### config.mk
export PLATFORM = sky130hd
export DESIGN_NAME = elevator_car_controller_flat
export DESIGN_NICKNAME = d
export VERILOG_FILES = /design/src/rtl/elevator_car_controller_if.sv /design/src/rtl/elevator_car_controller.sv /design/src/flat_wrapper.sv
export SDC_FILE = /design/constraint.sdc
export NUM_CORES = 1
export LEC_CHECK = 0
export ABC_AREA = 1
export CORE_UTILIZATION = 55
export CTS_BUF_LIST = sky130_fd_sc_hd__clkbuf_4 sky130_fd_sc_hd__clkbuf_8
export DETAILED_ROUTE_END_ITERATION = 7
export GPL_TIMING_DRIVEN = 0
export PLACE_DENSITY = 0.76
export SYNTH_ARGS = -nofsm -noshare
export SYNTH_HDL_FRONTEND = slang
export SYNTH_SLANG_ARGS = --single-unit
export TNS_END_PERCENT = 1
### constraint.sdc
create_clock -name clk -period 2.4 [get_ports clk]
set_clock_uncertainty 0.05 [all_clocks]
set_input_delay 0.36 -clock clk [delete_from_list [all_inputs] [get_ports clk]]
set_output_delay 0.36 -clock clk [all_outputs]
set_load 0.005 [all_outputs]
### src/rtl/elevator_car_controller_if.sv
// Request-manager <-> car interface: requests flow master->slave, car status flows back.
interface elevator_car_controller_if #(
    parameter int unsigned FLOOR_W = 2
);
    logic               UDRequest;
    logic               OCRequest;
    logic               NoStopRequest;
    logic [FLOOR_W-1:0] CurrentFloor;
    logic               UDIn;
    logic               Delay;
    logic               Stop;

    // Request manager side
    modport master (
        output UDRequest, OCRequest, NoStopRequest,
        input  CurrentFloor, UDIn, Delay, Stop
    );

    // Car controller side
    modport slave (
        input  UDRequest, OCRequest, NoStopRequest,
        output CurrentFloor, UDIn, Delay, Stop
    );
endinterface

### src/rtl/elevator_car_controller.sv
// Elevator car motion/door controller: travel timer, door timers, floor clamping.
// Optional feature macro: DOOR_REOPEN_EN (Obstruction holds/reopens the door).
module elevator_car_controller #(
    parameter int unsigned FLOORS        = 4,
    parameter int unsigned FLOOR_W       = 2,
    parameter int unsigned TRAVEL_CYCLES = 16,
    parameter int unsigned DOOR_CYCLES   = 8,
    parameter int unsigned CLOSE_CYCLES  = 4,
    parameter int unsigned CNT_W         = 16
) (
    input  logic                        clk,
    input  logic                        rst_n,
    elevator_car_controller_if.slave    bus,
    input  logic                        Obstruction,
    output logic                        DoorOpen,
    output logic                        Moving
);

    localparam longint unsigned CNT_SPAN  = 64'(1) << CNT_W;
    localparam longint unsigned FLOOR_SPAN = 64'(1) << FLOOR_W;

    // Elaboration-time parameter sanity checks
    if (FLOORS < 2 || 64'(FLOORS) > FLOOR_SPAN) begin : g_bad_floors
        $error("elevator_car_controller: FLOORS must be 2..2^FLOOR_W");
    end
    if (TRAVEL_CYCLES < 1 || 64'(TRAVEL_CYCLES - 1) >= CNT_SPAN) begin : g_bad_travel
        $error("elevator_car_controller: TRAVEL_CYCLES-1 must fit in CNT_W");
    end
    if (DOOR_CYCLES < 1 || 64'(DOOR_CYCLES - 1) >= CNT_SPAN) begin : g_bad_door
        $error("elevator_car_controller: DOOR_CYCLES-1 must fit in CNT_W");
    end
    if (CLOSE_CYCLES < 1 || 64'(CLOSE_CYCLES - 1) >= CNT_SPAN) begin : g_bad_close
        $error("elevator_car_controller: CLOSE_CYCLES-1 must fit in CNT_W");
    end

    localparam logic [FLOOR_W-1:0] TOP_FLOOR  = FLOOR_W'(FLOORS - 1);
    localparam logic [CNT_W-1:0]   TRAVEL_RLD = CNT_W'(TRAVEL_CYCLES - 1);
    localparam logic [CNT_W-1:0]   DOOR_RLD   = CNT_W'(DOOR_CYCLES - 1);
    localparam logic [CNT_W-1:0]   CLOSE_RLD  = CNT_W'(CLOSE_CYCLES - 1);

    typedef enum logic [2:0] {
        S_IDLE,
        S_MOVE,
        S_ARRIVE,
        S_DOOR_OPEN,
        S_DOOR_CLOSING
    } state_t;

    state_t             r_state;
    logic [CNT_W-1:0]   r_cnt;
    logic [FLOOR_W-1:0] r_floor;
    logic               r_ud;
    logic               r_delay;
    logic               r_stop;
    logic               r_door_open;
    logic               r_moving;

    state_t             w_state_nxt;
    logic [CNT_W-1:0]   w_cnt_nxt;
    logic [FLOOR_W-1:0] w_floor_nxt;
    logic               w_ud_nxt;
    logic               w_up_ok;
    logic               w_dn_ok;
    logic               w_req_ok;
    logic               w_obstruct;

`ifdef DOOR_REOPEN_EN
    assign w_obstruct = Obstruction;
`else
    logic w_unused_obstruction;
    assign w_unused_obstruction = Obstruction;
    assign w_obstruct           = 1'b0;
`endif

    // Next-state, counter, floor and direction decisions
    always_comb begin
        w_state_nxt = r_state;
        w_cnt_nxt   = r_cnt;
        w_floor_nxt = r_floor;
        w_ud_nxt    = r_ud;
        w_up_ok     = (r_floor < TOP_FLOOR);
        w_dn_ok     = (r_floor != '0);
        w_req_ok    = bus.UDRequest ? w_up_ok : w_dn_ok;

        case (r_state)
            S_IDLE: begin
                if (bus.NoStopRequest) begin
                    if (w_req_ok) begin
                        w_state_nxt = S_MOVE;
                        w_ud_nxt    = bus.UDRequest;
                        w_cnt_nxt   = TRAVEL_RLD;
                    end else begin
                        w_state_nxt = S_DOOR_OPEN;
                        w_cnt_nxt   = DOOR_RLD;
                    end
                end
            end
            S_MOVE: begin
                if (r_cnt == '0) begin
                    // Clamp guards against ever stepping past either end
                    if (r_ud && w_up_ok) begin
                        w_floor_nxt = r_floor + FLOOR_W'(1);
                    end else if (!r_ud && w_dn_ok) begin
                        w_floor_nxt = r_floor - FLOOR_W'(1);
                    end
                    w_state_nxt = S_ARRIVE;
                end else begin
                    w_cnt_nxt = r_cnt - CNT_W'(1);
                end
            end
            S_ARRIVE: begin
                if (bus.OCRequest) begin
                    w_state_nxt = S_DOOR_OPEN;
                    w_cnt_nxt   = DOOR_RLD;
                end else if (w_req_ok) begin
                    w_state_nxt = S_MOVE;
                    w_ud_nxt    = bus.UDRequest;
                    w_cnt_nxt   = TRAVEL_RLD;
                end else begin
                    w_state_nxt = S_IDLE;
                end
            end
            S_DOOR_OPEN: begin
                if (w_obstruct) begin
                    w_cnt_nxt = DOOR_RLD;
                end else if (r_cnt == '0) begin
                    w_state_nxt = S_DOOR_CLOSING;
                    w_cnt_nxt   = CLOSE_RLD;
                end else begin
                    w_cnt_nxt = r_cnt - CNT_W'(1);
                end
            end
            S_DOOR_CLOSING: begin
                if (w_obstruct) begin
                    w_state_nxt = S_DOOR_OPEN;
                    w_cnt_nxt   = DOOR_RLD;
                end else if (r_cnt == '0) begin
                    w_state_nxt = S_IDLE;
                end else begin
                    w_cnt_nxt = r_cnt - CNT_W'(1);
                end
            end
            default: begin
                w_state_nxt = S_IDLE;
            end
        endcase
    end

    // State register with outputs decoded from the next state so they stay registered
    always_ff @(posedge clk or negedge rst_n) begin
        if (!rst_n) begin
            r_state     <= S_IDLE;
            r_cnt       <= '0;
            r_floor     <= '0;
            r_ud        <= 1'b1;
            r_delay     <= 1'b0;
            r_stop      <= 1'b1;
            r_door_open <= 1'b0;
            r_moving    <= 1'b0;
        end else begin
            r_state     <= w_state_nxt;
            r_cnt       <= w_cnt_nxt;
            r_floor     <= w_floor_nxt;
            r_ud        <= w_ud_nxt;
            r_delay     <= (w_state_nxt == S_ARRIVE);
            r_stop      <= (w_state_nxt == S_IDLE);
            r_door_open <= (w_state_nxt == S_DOOR_OPEN);
            r_moving    <= (w_state_nxt == S_MOVE);
        end
    end

    assign bus.CurrentFloor = r_floor;
    assign bus.UDIn         = r_ud;
    assign bus.Delay        = r_delay;
    assign bus.Stop         = r_stop;
    assign DoorOpen         = r_door_open;
    assign Moving           = r_moving;

endmodule

### src/flat_wrapper.sv
// flat-port wrapper written by rule: the top's interface ports become plain ports
module elevator_car_controller_flat 
#(
    parameter int unsigned FLOORS        = 4,
    parameter int unsigned FLOOR_W       = 2,
    parameter int unsigned TRAVEL_CYCLES = 16,
    parameter int unsigned DOOR_CYCLES   = 8,
    parameter int unsigned CLOSE_CYCLES  = 4,
    parameter int unsigned CNT_W         = 16
)
  (clk, rst_n, Obstruction, DoorOpen, Moving, bus_UDRequest, bus_OCRequest, bus_NoStopRequest, bus_CurrentFloor, bus_UDIn, bus_Delay, bus_Stop);
  elevator_car_controller_if #(.FLOOR_W(FLOOR_W)) bus_i ();
  input  logic clk;
  input  logic rst_n;
  input  logic Obstruction;
  output logic DoorOpen;
  output logic Moving;
  input wire logic [$bits(bus_i.UDRequest)-1:0] bus_UDRequest;
  input wire logic [$bits(bus_i.OCRequest)-1:0] bus_OCRequest;
  input wire logic [$bits(bus_i.NoStopRequest)-1:0] bus_NoStopRequest;
  output wire logic [$bits(bus_i.CurrentFloor)-1:0] bus_CurrentFloor;
  output wire logic [$bits(bus_i.UDIn)-1:0] bus_UDIn;
  output wire logic [$bits(bus_i.Delay)-1:0] bus_Delay;
  output wire logic [$bits(bus_i.Stop)-1:0] bus_Stop;
  assign bus_i.UDRequest = bus_UDRequest;
  assign bus_i.OCRequest = bus_OCRequest;
  assign bus_i.NoStopRequest = bus_NoStopRequest;
  assign bus_CurrentFloor = bus_i.CurrentFloor;
  assign bus_UDIn = bus_i.UDIn;
  assign bus_Delay = bus_i.Delay;
  assign bus_Stop = bus_i.Stop;
  elevator_car_controller #(.FLOORS(FLOORS), .FLOOR_W(FLOOR_W), .TRAVEL_CYCLES(TRAVEL_CYCLES), .DOOR_CYCLES(DOOR_CYCLES), .CLOSE_CYCLES(CLOSE_CYCLES), .CNT_W(CNT_W)) u_core (.clk(clk), .rst_n(rst_n), .bus(bus_i), .Obstruction(Obstruction), .DoorOpen(DoorOpen), .Moving(Moving));
endmodule
==> results.sh <==
export IMPL_status="complete, but fails checks"
export IMPL_drv_slew=0
export IMPL_grt_pass1_vias=1434
export IMPL_dpl_cell_area_sq_um=1850
export IMPL_crit_required_ps=2570
export IMPL_cap_violations=0
export IMPL_ant_nets=0
export IMPL_synthArstFlopShare_pct=100
export IMPL_relSlewSlack_pct=22.1
export IMPL_finalNonFillerCells=287
export IMPL_crit_family="simple AND/OR/NAND/NOR gates"
export IMPL_cts_resized=0
export IMPL_yosysTopAreaCell="dfrtp_1"
export IMPL_post_route_period_util_pct=80.9
export IMPL_pin_count=13
export IMPL_die_w_um=57.6
export IMPL_critPathBufInv=2
export IMPL_wirelength_um=3580
export IMPL_intPower_uw=617
export IMPL_synthTopCellsByArea="dfrtp_1, nand2_1, nor2_1, nand3_1, inv_1"
export IMPL_grt_overflow=0
export IMPL_synth_cell_types=31
export IMPL_power_frac_seq_pct=57.7
export IMPL_n_antenna_cell=0
export IMPL_path_cells="inv_1 > ha_1 > nand3_1 > nor2_2 > nand2_1 > nor2_2 > inv_1 > nand3_1 > a21oi_1"
export IMPL_hold_viol=0
export IMPL_post_cts_setup_buffers=0
export IMPL_wl_per_cell_um=12.5
export IMPL_root_buffer="clkbuf_4"
export IMPL_drt_iter0_drc=79
export IMPL_synth_edf_count=0
export IMPL_gp_routability_congestion=0.876
export IMPL_cts_num_sinks=26
export IMPL_synth_ff_type="dfrtp_1"
export IMPL_synth_seq_area_share_pct=38.4
export IMPL_grt_total_usage_pct=24.3
export IMPL_leakagePower_nw=0.944
export IMPL_syn_area_sq_um=1700
export IMPL_power_per_cell_area_nw_per_um2=402
export IMPL_hold_path_class="reg -> reg"
export IMPL_area_growth_syn_to_layout_pct=11.8
export IMPL_end_kind="register"
export IMPL_total_power_uw=765
export IMPL_antenna_found_initial=0
export IMPL_htreeDepth=1
export IMPL_clock_latency_ps=320
export IMPL_initial_core_util_pct=59.6
export IMPL_dr_pass1_iters=6
export IMPL_fmax_mhz=515
export IMPL_cts_tree="yes"
export IMPL_critPathMaxStageDelay_ps=450
export IMPL_vias=1537
export IMPL_crit_path_max_fanout=4
export IMPL_design_core_area_sq_um=2850
export IMPL_worstSetupPathType="reg -> reg"
export IMPL_grt_pass1_wl_um=6220
export IMPL_period_minus_slack_ps=1940
export IMPL_grt_start_max_net_pins=27
export IMPL_cp_slowest_cell="dfrtp_1"
export IMPL_synth_seq_cells=26
export IMPL_violations="DRC"
export IMPL_p_sw_uw=148
export IMPL_portBuffers=11
export IMPL_dp_final_hpwl_um=2680
export IMPL_drive_gt1_share_pct=12.5
export IMPL_setup_tns_ps=0
export IMPL_start_kind="register"
export IMPL_via_per_inst=5.36
export IMPL_dieArea_sq_um=3320
export IMPL_rsz0062_at_grt="no"
export IMPL_setup_violations=0
export IMPL_netlist_instances=241
export IMPL_drc=1
export IMPL_finalInstanceArea_sq_um=1900
export IMPL_path_clk_slew_ps=140
export IMPL_crit_arrival_ps=2120
export IMPL_tightest_slew_ps=1170
export IMPL_pwr_share_comb_pct=2.8
export IMPL_netlist_area_leader_share_pct=35.3
export IMPL_vdd_drop_max_uv=279
export IMPL_synth_fp_nets=249
export IMPL_cts_made_buffers=3
export IMPL_fin_nets=265
export IMPL_swShare_pct=19.3
export IMPL_most_common_layout_cells="nand2_1, nor2_1, inv_1"
export IMPL_pwr_share_clk_pct=39.5
export IMPL_clock_path_buffers=2
export IMPL_r2r_slack_ps=460
export IMPL_yosys_warnings=0
export IMPL_final_common_cell="nand2_1"
export IMPL_fp_dieH_um=57.6
export IMPL_placed_cells=283
export IMPL_synth_area_per_cell_sq_um=7.06
export IMPL_row_count=19
export IMPL_cts_hold_buf=0
[worst reg2reg max path, stage by stage, from the launching register on]
cell and delay (ps):
dfrtp_1 450, inv_1 140, ha_1 210, nand3_1 110, nor2_2 210, nand2_1 190
nor2_2 200, inv_1 70, nand3_1 170, a21oi_1 60
[final timing paths]
kind,startpoint,to,cells past startpoint
worst max-delay path,u_core.r_cnt[0],u_core.Moving,9
worst min-delay path,u_core.bus.UDIn,u_core.bus.UDIn,2
worst max register to register,u_core.r_cnt[0],u_core.Moving,9
worst min register to register,u_core.bus.UDIn,u_core.bus.UDIn,2
max in group asynchronous,rst_n,u_core.r_cnt[10],1
min in group asynchronous,rst_n,u_core.r_cnt[1],1
[kinds of logic after synthesis]
family	after synthesis	synth area share, %
buffers and inverters	32	8.31
AND/OR/NAND/NOR	146	38.2
AO/OA/AOI/OAI	29	10.5
XOR/XNOR	6	3.09
adder cells (fa/ha/maj)	2	1.47
flip-flops	26	38.4
[flip-flops by register name, summed over array words and instances, names as in the netlist]
signal                   flops
u_core.bus.UDIn              1
u_core.bus.CurrentFloor      2
u_core.DoorOpen              1
u_core.bus.Delay             1
u_core.r_state               3
u_core.Moving                1
u_core.bus.Stop              1
u_core.r_cnt                16
[through the flow]
stage | utilization (%) | hold slack, ps | worst slack (ps)
floorplan | - | 14.4 | 773
global placement | 64.8 | 444 | 511
detailed placement | 64.8 | 463 | 510
CTS | 66.7 | 481 | 497
global route | 66.7 | 499 | 333
finish | 66.7 | 478 | 458
[synth_stat cells, types with 2 or more instances]
cell type / n
o21ai_0: 8
inv_2: 4
inv_1: 25
dfstp_2: 2
nor2_2: 10
o21ai_1: 8
dfrtp_1: 24
xnor2_1: 3
o21bai_1: 2
a21oi_1: 4
xor2_1: 3
nand3_1: 19
nand4_1: 4
a21oi_2: 3
ha_1: 2
nand2_1: 72
nor2_1: 34
[power by group through the flow]
stage | Clock (mW) | Combinational (mW) | Sequential (mW)
2_1_floorplan | 0 | 0.00371 | 0.449
6_report | 0.302 | 0.0215 | 0.441
4_1_cts | 0.309 | 0.0220 | 0.441
5_1_grt | 0.323 | 0.0245 | 0.441
3_3_place_gp | 0 | 0.0221 | 0.449
3_5_place_dp | 0 | 0.0219 | 0.449
[final cells by class]
type                            instances  area, sq um
Clock buffer                            3         22.5
Tap cell                               31         38.8
Inverter                               30          115
Fill cell                             264          951
Sequential cell                        26          653
Timing Repair Buffer                   11          110
Multi-Input combinational cell        183          906
Clock inverter                          1         30.0
Buffer                                  2         26.3
[routing by layer]
metal	vias up	part of all wire (%)	GRT usage [%]
met5	-	0	0
li1	793	-	-
met2	23	43	35.4
met1	717	53	37.3
met4	0	1.4	9.41
met3	4	3.0	2.04
Note: power is estimated with default switching activity, not from simulation.
